===== src/rtl/serial_rx.sv =====
// 8N1 UART receiver with 16x oversampling, 3-sample majority vote and a 1-entry output buffer.
// Optional break detection (break_o) is built when SERIAL_RX_BREAK_DET_EN is defined.
`timescale 1ns/1ps

module serial_rx #(
  parameter int CLK_HZ = 50_000_000,
  parameter int BAUD   = 115_200
) (
  input  logic       clk_i,
  input  logic       rst_i,
  input  logic       rx_i,
  input  logic       ready_i,
  output logic [7:0] data_o,
  output logic       valid_o,
  output logic       frame_err_o,
  output logic       overrun_o,
`ifdef SERIAL_RX_BREAK_DET_EN
  output logic       busy_o,
  output logic       break_o
`else
  output logic       busy_o
`endif
);

  localparam int DIV   = (CLK_HZ + 8 * BAUD) / (16 * BAUD);
  localparam int CNT_W = (DIV > 1) ? $clog2(DIV) : 1;
  localparam logic [CNT_W-1:0] TICK_LAST = CNT_W'(DIV - 1);

  typedef enum logic [2:0] {
    IDLE,
    START,
    DATA,
    STOP,
    WAIT_IDLE
  } state_t;

  state_t           state;
  logic             rx_meta;
  logic             rx_sync;
  logic [CNT_W-1:0] tick_cnt;
  logic [3:0]       sub_cnt;
  logic [2:0]       bit_cnt;
  logic [3:0]       idle_cnt;
  logic [7:0]       shift;
  logic             samp_a;
  logic             samp_b;
  logic             tick;
  logic             vote_now;
  logic             vote;

  // Synchronizer resets to the idle level so reset release never looks like a start bit.
  always_ff @(posedge clk_i or posedge rst_i) begin
    if (rst_i) begin
      rx_meta <= 1'b1;
      rx_sync <= 1'b1;
    end else begin
      rx_meta <= rx_i;
      rx_sync <= rx_meta;
    end
  end

  assign tick     = (tick_cnt == TICK_LAST);
  assign vote_now = tick && (sub_cnt == 4'd9);
  // Majority of the samples taken at sub-ticks 7 and 8 plus the live value at sub-tick 9.
  assign vote     = (samp_a & samp_b) | (samp_a & rx_sync) | (samp_b & rx_sync);

  always_ff @(posedge clk_i or posedge rst_i) begin
    if (rst_i) begin
      state       <= IDLE;
      tick_cnt    <= '0;
      sub_cnt     <= '0;
      bit_cnt     <= '0;
      idle_cnt    <= '0;
      shift       <= '0;
      samp_a      <= 1'b0;
      samp_b      <= 1'b0;
      data_o      <= '0;
      valid_o     <= 1'b0;
      frame_err_o <= 1'b0;
      overrun_o   <= 1'b0;
      busy_o      <= 1'b0;
`ifdef SERIAL_RX_BREAK_DET_EN
      break_o     <= 1'b0;
`endif
    end else begin
      // NOTE: sequential state uses <= so every branch below sees pre-edge values,
      // and a later assignment in the block overrides these pulse/handshake defaults.
      frame_err_o <= 1'b0;
      overrun_o   <= 1'b0;
      if (valid_o && ready_i) valid_o <= 1'b0;

      tick_cnt <= tick ? '0 : tick_cnt + CNT_W'(1);
      if (tick) begin
        sub_cnt <= sub_cnt + 4'd1;
        if (sub_cnt == 4'd7) samp_a <= rx_sync;
        if (sub_cnt == 4'd8) samp_b <= rx_sync;
      end

      case (state)
        IDLE: begin
          if (!rx_sync) begin
            state    <= START;
            busy_o   <= 1'b1;
            tick_cnt <= '0;
            sub_cnt  <= '0;
          end
        end

        START: begin
          if (vote_now) begin
            if (!vote) begin
              state   <= DATA;
              bit_cnt <= '0;
            end else begin
              state  <= IDLE;
              busy_o <= 1'b0;
            end
          end
        end

        DATA: begin
          if (vote_now) begin
            shift   <= {vote, shift[7:1]};
            bit_cnt <= bit_cnt + 3'd1;
            if (bit_cnt == 3'd7) state <= STOP;
          end
        end

        STOP: begin
          if (vote_now) begin
            if (vote) begin
              // Holding register: reload when empty or drained this very cycle.
              if (!valid_o || ready_i) begin
                data_o  <= shift;
                valid_o <= 1'b1;
              end else begin
                overrun_o <= 1'b1;
              end
              state  <= IDLE;
              busy_o <= 1'b0;
            end else begin
              frame_err_o <= 1'b1;
              idle_cnt    <= '0;
              state       <= WAIT_IDLE;
`ifdef SERIAL_RX_BREAK_DET_EN
              break_o     <= (shift == 8'h00);
`endif
            end
          end
        end

        WAIT_IDLE: begin
          if (!rx_sync) begin
            idle_cnt <= '0;
          end else if (tick) begin
            if (idle_cnt == 4'd15) begin
              state   <= IDLE;
              busy_o  <= 1'b0;
`ifdef SERIAL_RX_BREAK_DET_EN
              break_o <= 1'b0;
`endif
            end else begin
              idle_cnt <= idle_cnt + 4'd1;
            end
          end
        end

        default: begin
          state  <= IDLE;
          busy_o <= 1'b0;
        end
      endcase
    end
  end

endmodule


===== config.mk =====
export PLATFORM = sky130hd
export DESIGN_NAME = serial_rx
export DESIGN_NICKNAME = d
export VERILOG_FILES = /design/src/rtl/serial_rx.sv
export SDC_FILE = /design/constraint.sdc
export NUM_CORES = 1
export LEC_CHECK = 0
export CAP_MARGIN = 20
export CORE_MARGIN = 8
export CORE_UTILIZATION = 57
export DETAILED_ROUTE_END_ITERATION = 8
export PLACE_DENSITY = 0.78
export SETUP_SLACK_MARGIN = 0.02
export SLEW_MARGIN = 20
export SYNTH_ARGS = -nofsm -noshare
export SYNTH_HDL_FRONTEND = slang
export SYNTH_SLANG_ARGS = --single-unit

===== constraint.sdc =====
create_clock -name clk_i -period 2.2 [get_ports clk_i]
set_input_delay 0.44 -clock clk_i [delete_from_list [all_inputs] [get_ports clk_i]]
set_output_delay 0.44 -clock clk_i [all_outputs]
set_load 0.1 [all_outputs]

# Yosys cells after proc, flatten, opt, wreduce, memory -nomap -nowiden
# Index checks and enable logic that the tools add are counted.
[classes] n_addsub=4 n_eq_ne=24 mux=46 bitwise_logic=6 reduce_logical=16
[ops] op="3-bit 2-to-1 mux" n=12
[ops] op="4-bit 2-to-1 mux" n=8
[ops] op="2-bit inequality test, second input constant" n=10
[ops] op="1-bit 2-to-1 mux" n=18
[ops] op="5-bit 2-to-1 mux" n=3
[ops] op="3-bit one-hot mux with 5 select lines" n=1
[ops] op="4-bit equality test, second input constant" n=3
[ops] op="4-bit by 1-bit adder with 4-bit output, second input constant" n=2
[ops] op="4-bit one-hot mux with 2 select lines" n=1
[ops] op="4-bit AND reduction" n=2
[ops] op="8-bit AND reduction" n=1
[ops] op="7-bit AND reduction" n=1
[ops] op="3-bit by 2-bit equality test with 1-bit output, second input constant" n=2
[ops] op="3-bit equality test, second input constant" n=2
[ops] op="3-bit inequality test, second input constant" n=2
[ops] op="3-bit one-hot mux with 2 select lines" n=1
[ops] op="2-bit AND reduction" n=3
[ops] op="5-bit by 1-bit adder with 5-bit output, second input constant" n=1
[ops] op="5-bit equality test, second input constant" n=1
[ops] op="5-bit AND reduction" n=1
[ops] op="4-bit by 3-bit equality test with 1-bit output, second input constant" n=1
[ops] op="2-bit by 1-bit inequality test with 1-bit output, second input constant" n=2
[ops] op="1-bit one-hot mux with 4 select lines" n=1
[ops] op="2-bit nonzero test" n=2
[ops] op="other kinds (11)" n=15
[totals] reg_bits=43 input_bits=4 output_inout_bits=12 elab_cells=111

# Longest topological paths before layout
[depth] ltp_word=6 depth_mapped=8 depth_no_buf=6

# Worst setup path after synthesis
# No wires, ideal clock.
[synth_path] path_kind="reg-to-reg" start="register valid_o" end="register data_o[0]" setup_ns=0.128 arrival_time_ns=1.651 required_ns=2.072 path_slack_ns=0.420 stages_incl_launch_ff=4 n_path_buf=0 synth_period_minus_slack_ns=1.780 cell_sequence="dfrtp_1 -> nand2b_1 -> nand3_4 -> mux2_1"
[synth_via] elab_chain_len=3
[synth_rtl] item="start: declaration" line_no="14" text="output logic valid_o,"
[synth_rtl] item="start signal: assignment" line_no="78" text="valid_o <= 1'b0;"
[synth_rtl] item="start signal: assignment" line_no="90" text="if (valid_o && ready_i) valid_o <= 1'b0;"
[synth_rtl] item="start signal: assignment" line_no="135" text="valid_o <= 1'b1;"
[synth_rtl] item="1-bit logical NOT" line_no="133" text="if (!valid_o || ready_i) begin"
[synth_rtl] item="1-bit logical OR" line_no="133"
[synth_rtl] item="4-bit AND reduction (no source line)"
[synth_rtl] item="end signal: assignment" line_no="134" text="data_o <= shift;"
[synth_rtl] item="end: declaration" line_no="13" text="output logic [7:0] data_o,"
# No other way between the ends.
# A chain may end at the register's enable or synchronous reset.

# Worst setup path in the final report
[layout_path] start="register tick_cnt[0]" end="register shift[4]"
[layout_via] elab_chain_len=3
[layout_rtl] item="start: declaration" line_no="40" text="logic [CNT_W-1:0] tick_cnt;"
[layout_rtl] item="start signal: assignment" line_no="92" text="tick_cnt <= tick ? '0 : tick_cnt + CNT_W'(1);"
[layout_rtl] item="5-bit equality test" line_no="62" text="assign tick = (tick_cnt == TICK_LAST);"
[layout_rtl] item="1-bit logical AND" line_no="63" text="assign vote_now = tick && (sub_cnt == 4'd9);"
[layout_rtl] item="2-bit AND reduction (no source line)"
[layout_rtl] item="end signal: assignment" line_no="123" text="shift <= {vote, shift[7:1]};"
[layout_rtl] item="end: declaration" line_no="44" text="logic [7:0] shift;"
# No other way between the ends.

==> impl_metrics.ini <==
[sta]
fin_skew_ps = 14.1
setup_tns_ps = 0
period_needed_ps = 1860
fin_ws_ps = 343
fin_crit_sh_pct = 84.4
hold_violations = 0
rsz0062_at_grt = no
report.final.slew_viol_count = 0
tightest_slew_ps = 540
max_freq_mhz = 539
slew_headroom_pct = 64.0
finalSetupViolations = 0

[critical_path]
crit_type = reg2reg
crit_fanout = 8
critPathRequiredTime_ps = 2440
crit_path_end_kind = flop
cp_data_arrival_time_ps = 2100
start_kind = flop

[placed_design]
globalplace.congestion = 0.773
dp_slack_ps = 344
post-place-cells = 230
io_buffers = 15
dp_hpwl_um = 2630

[yosys]
syn_inst = 169
synth_top_area_cell = dfrtp_1
syn_avg_cell_area_um2 = 12.2
syn_area_um2 = 2050
synth_common_cells = dfrtp_1 (41), nor2_1 (14), nand2_1 (12)
synthFlopType = dfrtp_1
synth-async-reset-ratio_pct = 100
syn_nets = 181
synthTopCellsByArea = dfrtp_1 (50%), mux2_4 (5.8%), ha_1 (4.9%), mux2_1 (4.4%), dfstp_2 (2.6%)
synth_edf_count = 0
yosysWarnings = 0
synth_most_common_cell = dfrtp_1
synth_cell_types = 43
yosysTopAreaCellShare_pct = 49.9
synth-seq-cells = 43
ys_seq_area_share_pct = 52.5

[status]
status = finished, final reports clean

[route]
antenna_left = 0
drt_wl_total_um = 3540
via_per_inst = 5.53
drt-pass1-iter-count = 4
drtIter0Drc = 46
wl_per_cell_um = 14.9
drc = 0
vias = 1316

[cts]
post_cts_buffers = 0
path_clk_slew_ps = 120
cts_tree = yes
insertion_delay_ps = 350
post_cts_resized = 0
numCtsBuffers = 5
clockBufferDepth = 2
hold_buffers = 0
clock-sinks = 43
root_buffer = clkbuf_4
cts_max_level = 2

[final_layout]
num_antenna_cells = 0
final_util_pct = 64.8
n_fill_cell = 262
areaGrowthSynthToFinish_pct = 12.1
final_cells = 238
nNetsFinal = 201
drive_above_1_share_pct = 21.1

[floorplan]
dieArea_um2 = 5780
start_util_pct = 57.9
fp.dieW_um = 76.0
rows = 22
die-height_um = 76.0
core_um2 = 3550
io_pins = 16

[global_routing]
grt_max_degree = 44
grt_pass1_wl_um = 6380
grt_overflow = 0
grt_usage_pct = 13.4
antenna_found_initial = 0
grt_pass1_vias = 1408

[worst_hold_path]
hold_class = reg2reg

[pwr]
switchingPower_mw = 0.268
vdd_drop_max_mv = 0.452
leakagePower_nw = 1.17
p_clk_share_pct = 37.5
p_int_mw = 1.04
p_sw_share_pct = 20.5
powerDensity_nw_per_um2 = 568
pwr-share-comb_pct = 1.7
seqPwrFrac_pct = 60.9
total_power_mw = 1.31

[flow_run]
drv_cap = 0
==> state kept, by name, indices dropped and copies added, names as in the netlist <==
name and count:
samp_b 1, shift 8, data_o 8, valid_o 1, rx_sync 1, idle_cnt 4
samp_a 1, sub_cnt 4, overrun_o 1, rx_meta 1, busy_o 1, frame_err_o 1
bit_cnt 3, state 3, tick_cnt 5
==> critical path, cell delays in order (launching register included) <==
cell,delay [ps]
dfrtp_1,430
inv_1,70
ha_1,160
and4b_1,250
and3_1,180
nor2b_4,330
mux2_4,330
==> cells by family after synthesis <==
logic type               count (synthesis)  synth area share, %
AO/OA/AOI/OAI                           16                 5.85
flip-flops                              43                 52.5
adder cells (fa/ha/maj)                  9                 5.36
multiplexers                            22                 13.3
AND/OR/NAND/NOR                         61                 17.2
XOR/XNOR                                 6                 2.56
buffers and inverters                   12                 3.23
==> layout make-up <==
| type | count | area, µm² | share of cell area, % |
|---|---|---|---|
| clock buffer | 5 | 37.5 | 1.63 |
| multi-input combinational | 114 | 910 | 39.5 |
| inverter | 6 | 22.5 | 0.978 |
| sequential | 43 | 1080 | 46.8 |
| timing repair buffer | 19 | 150 | 6.52 |
| tap | 48 | 60.1 | 2.61 |
| clock inverter | 3 | 43.8 | 1.90 |
==> placed cells by master, fill, tap and decap left out, drive strengths merged, types with 2 or more instances in the layout <==
cell type,instances
inv,6
mux2,18
a21oi,3
nand2b,2
xnor2,2
a211o,3
nor2b,5
buf,16
mux2i,4
xor2,4
nand4b,3
dfstp,2
nor2,14
a21o,2
clkinv,2
clkdlybuf4s50,3
dfrtp,41
nor3,2
and3b,3
ha,8
nand3,7
clkbuf,5
o22ai,3
and3,5
nand2,12
==> routing by layer <==
layer | track usage [%] | part of all wire, % | wire, µm
met4 | 4.90 | 1.3 | 46
met3 | 4.60 | 4.5 | 159
met1 | 15.2 | 44 | 1580
met5 | 0 | 0 | 0
met2 | 22.8 | 50 | 1760
==> worst paths after layout <==
kind	from	to	slack [ps]	cells past startpoint
worst max-delay path	tick_cnt[0]	shift[4]	340	6
worst min-delay path	rx_meta	rx_sync	370	0
worst max register to register	tick_cnt[0]	shift[4]	340	6
worst min register to register	rx_meta	rx_sync	370	0
max in group asynchronous	rst_i	rx_sync	1320	3
min in group asynchronous	rst_i	tick_cnt[4]	510	3
==> power groups by stage <==
stage | Sequential (mW) | Clock (mW) | Combinational, mW
after detailed placement | 0.811 | 0 | 0.0229
after CTS | 0.796 | 0.504 | 0.0230
final | 0.796 | 0.490 | 0.0218
after floorplan | 0.810 | 0 | 0.0124
after global routing | 0.797 | 0.534 | 0.0263
after global placement | 0.811 | 0 | 0.0221
==> per-stage QoR <==
step | hold slack, ps | area [µm²]
4_1_cts | 375 | 2300
6_report | 374 | 2300
2_1_floorplan | 345 | 2050
3_3_place_gp | 355 | 2220
5_1_grt | 379 | 2300
3_5_place_dp | 357 | 2220
No activity file was read; power rests on OpenSTA's default activity.
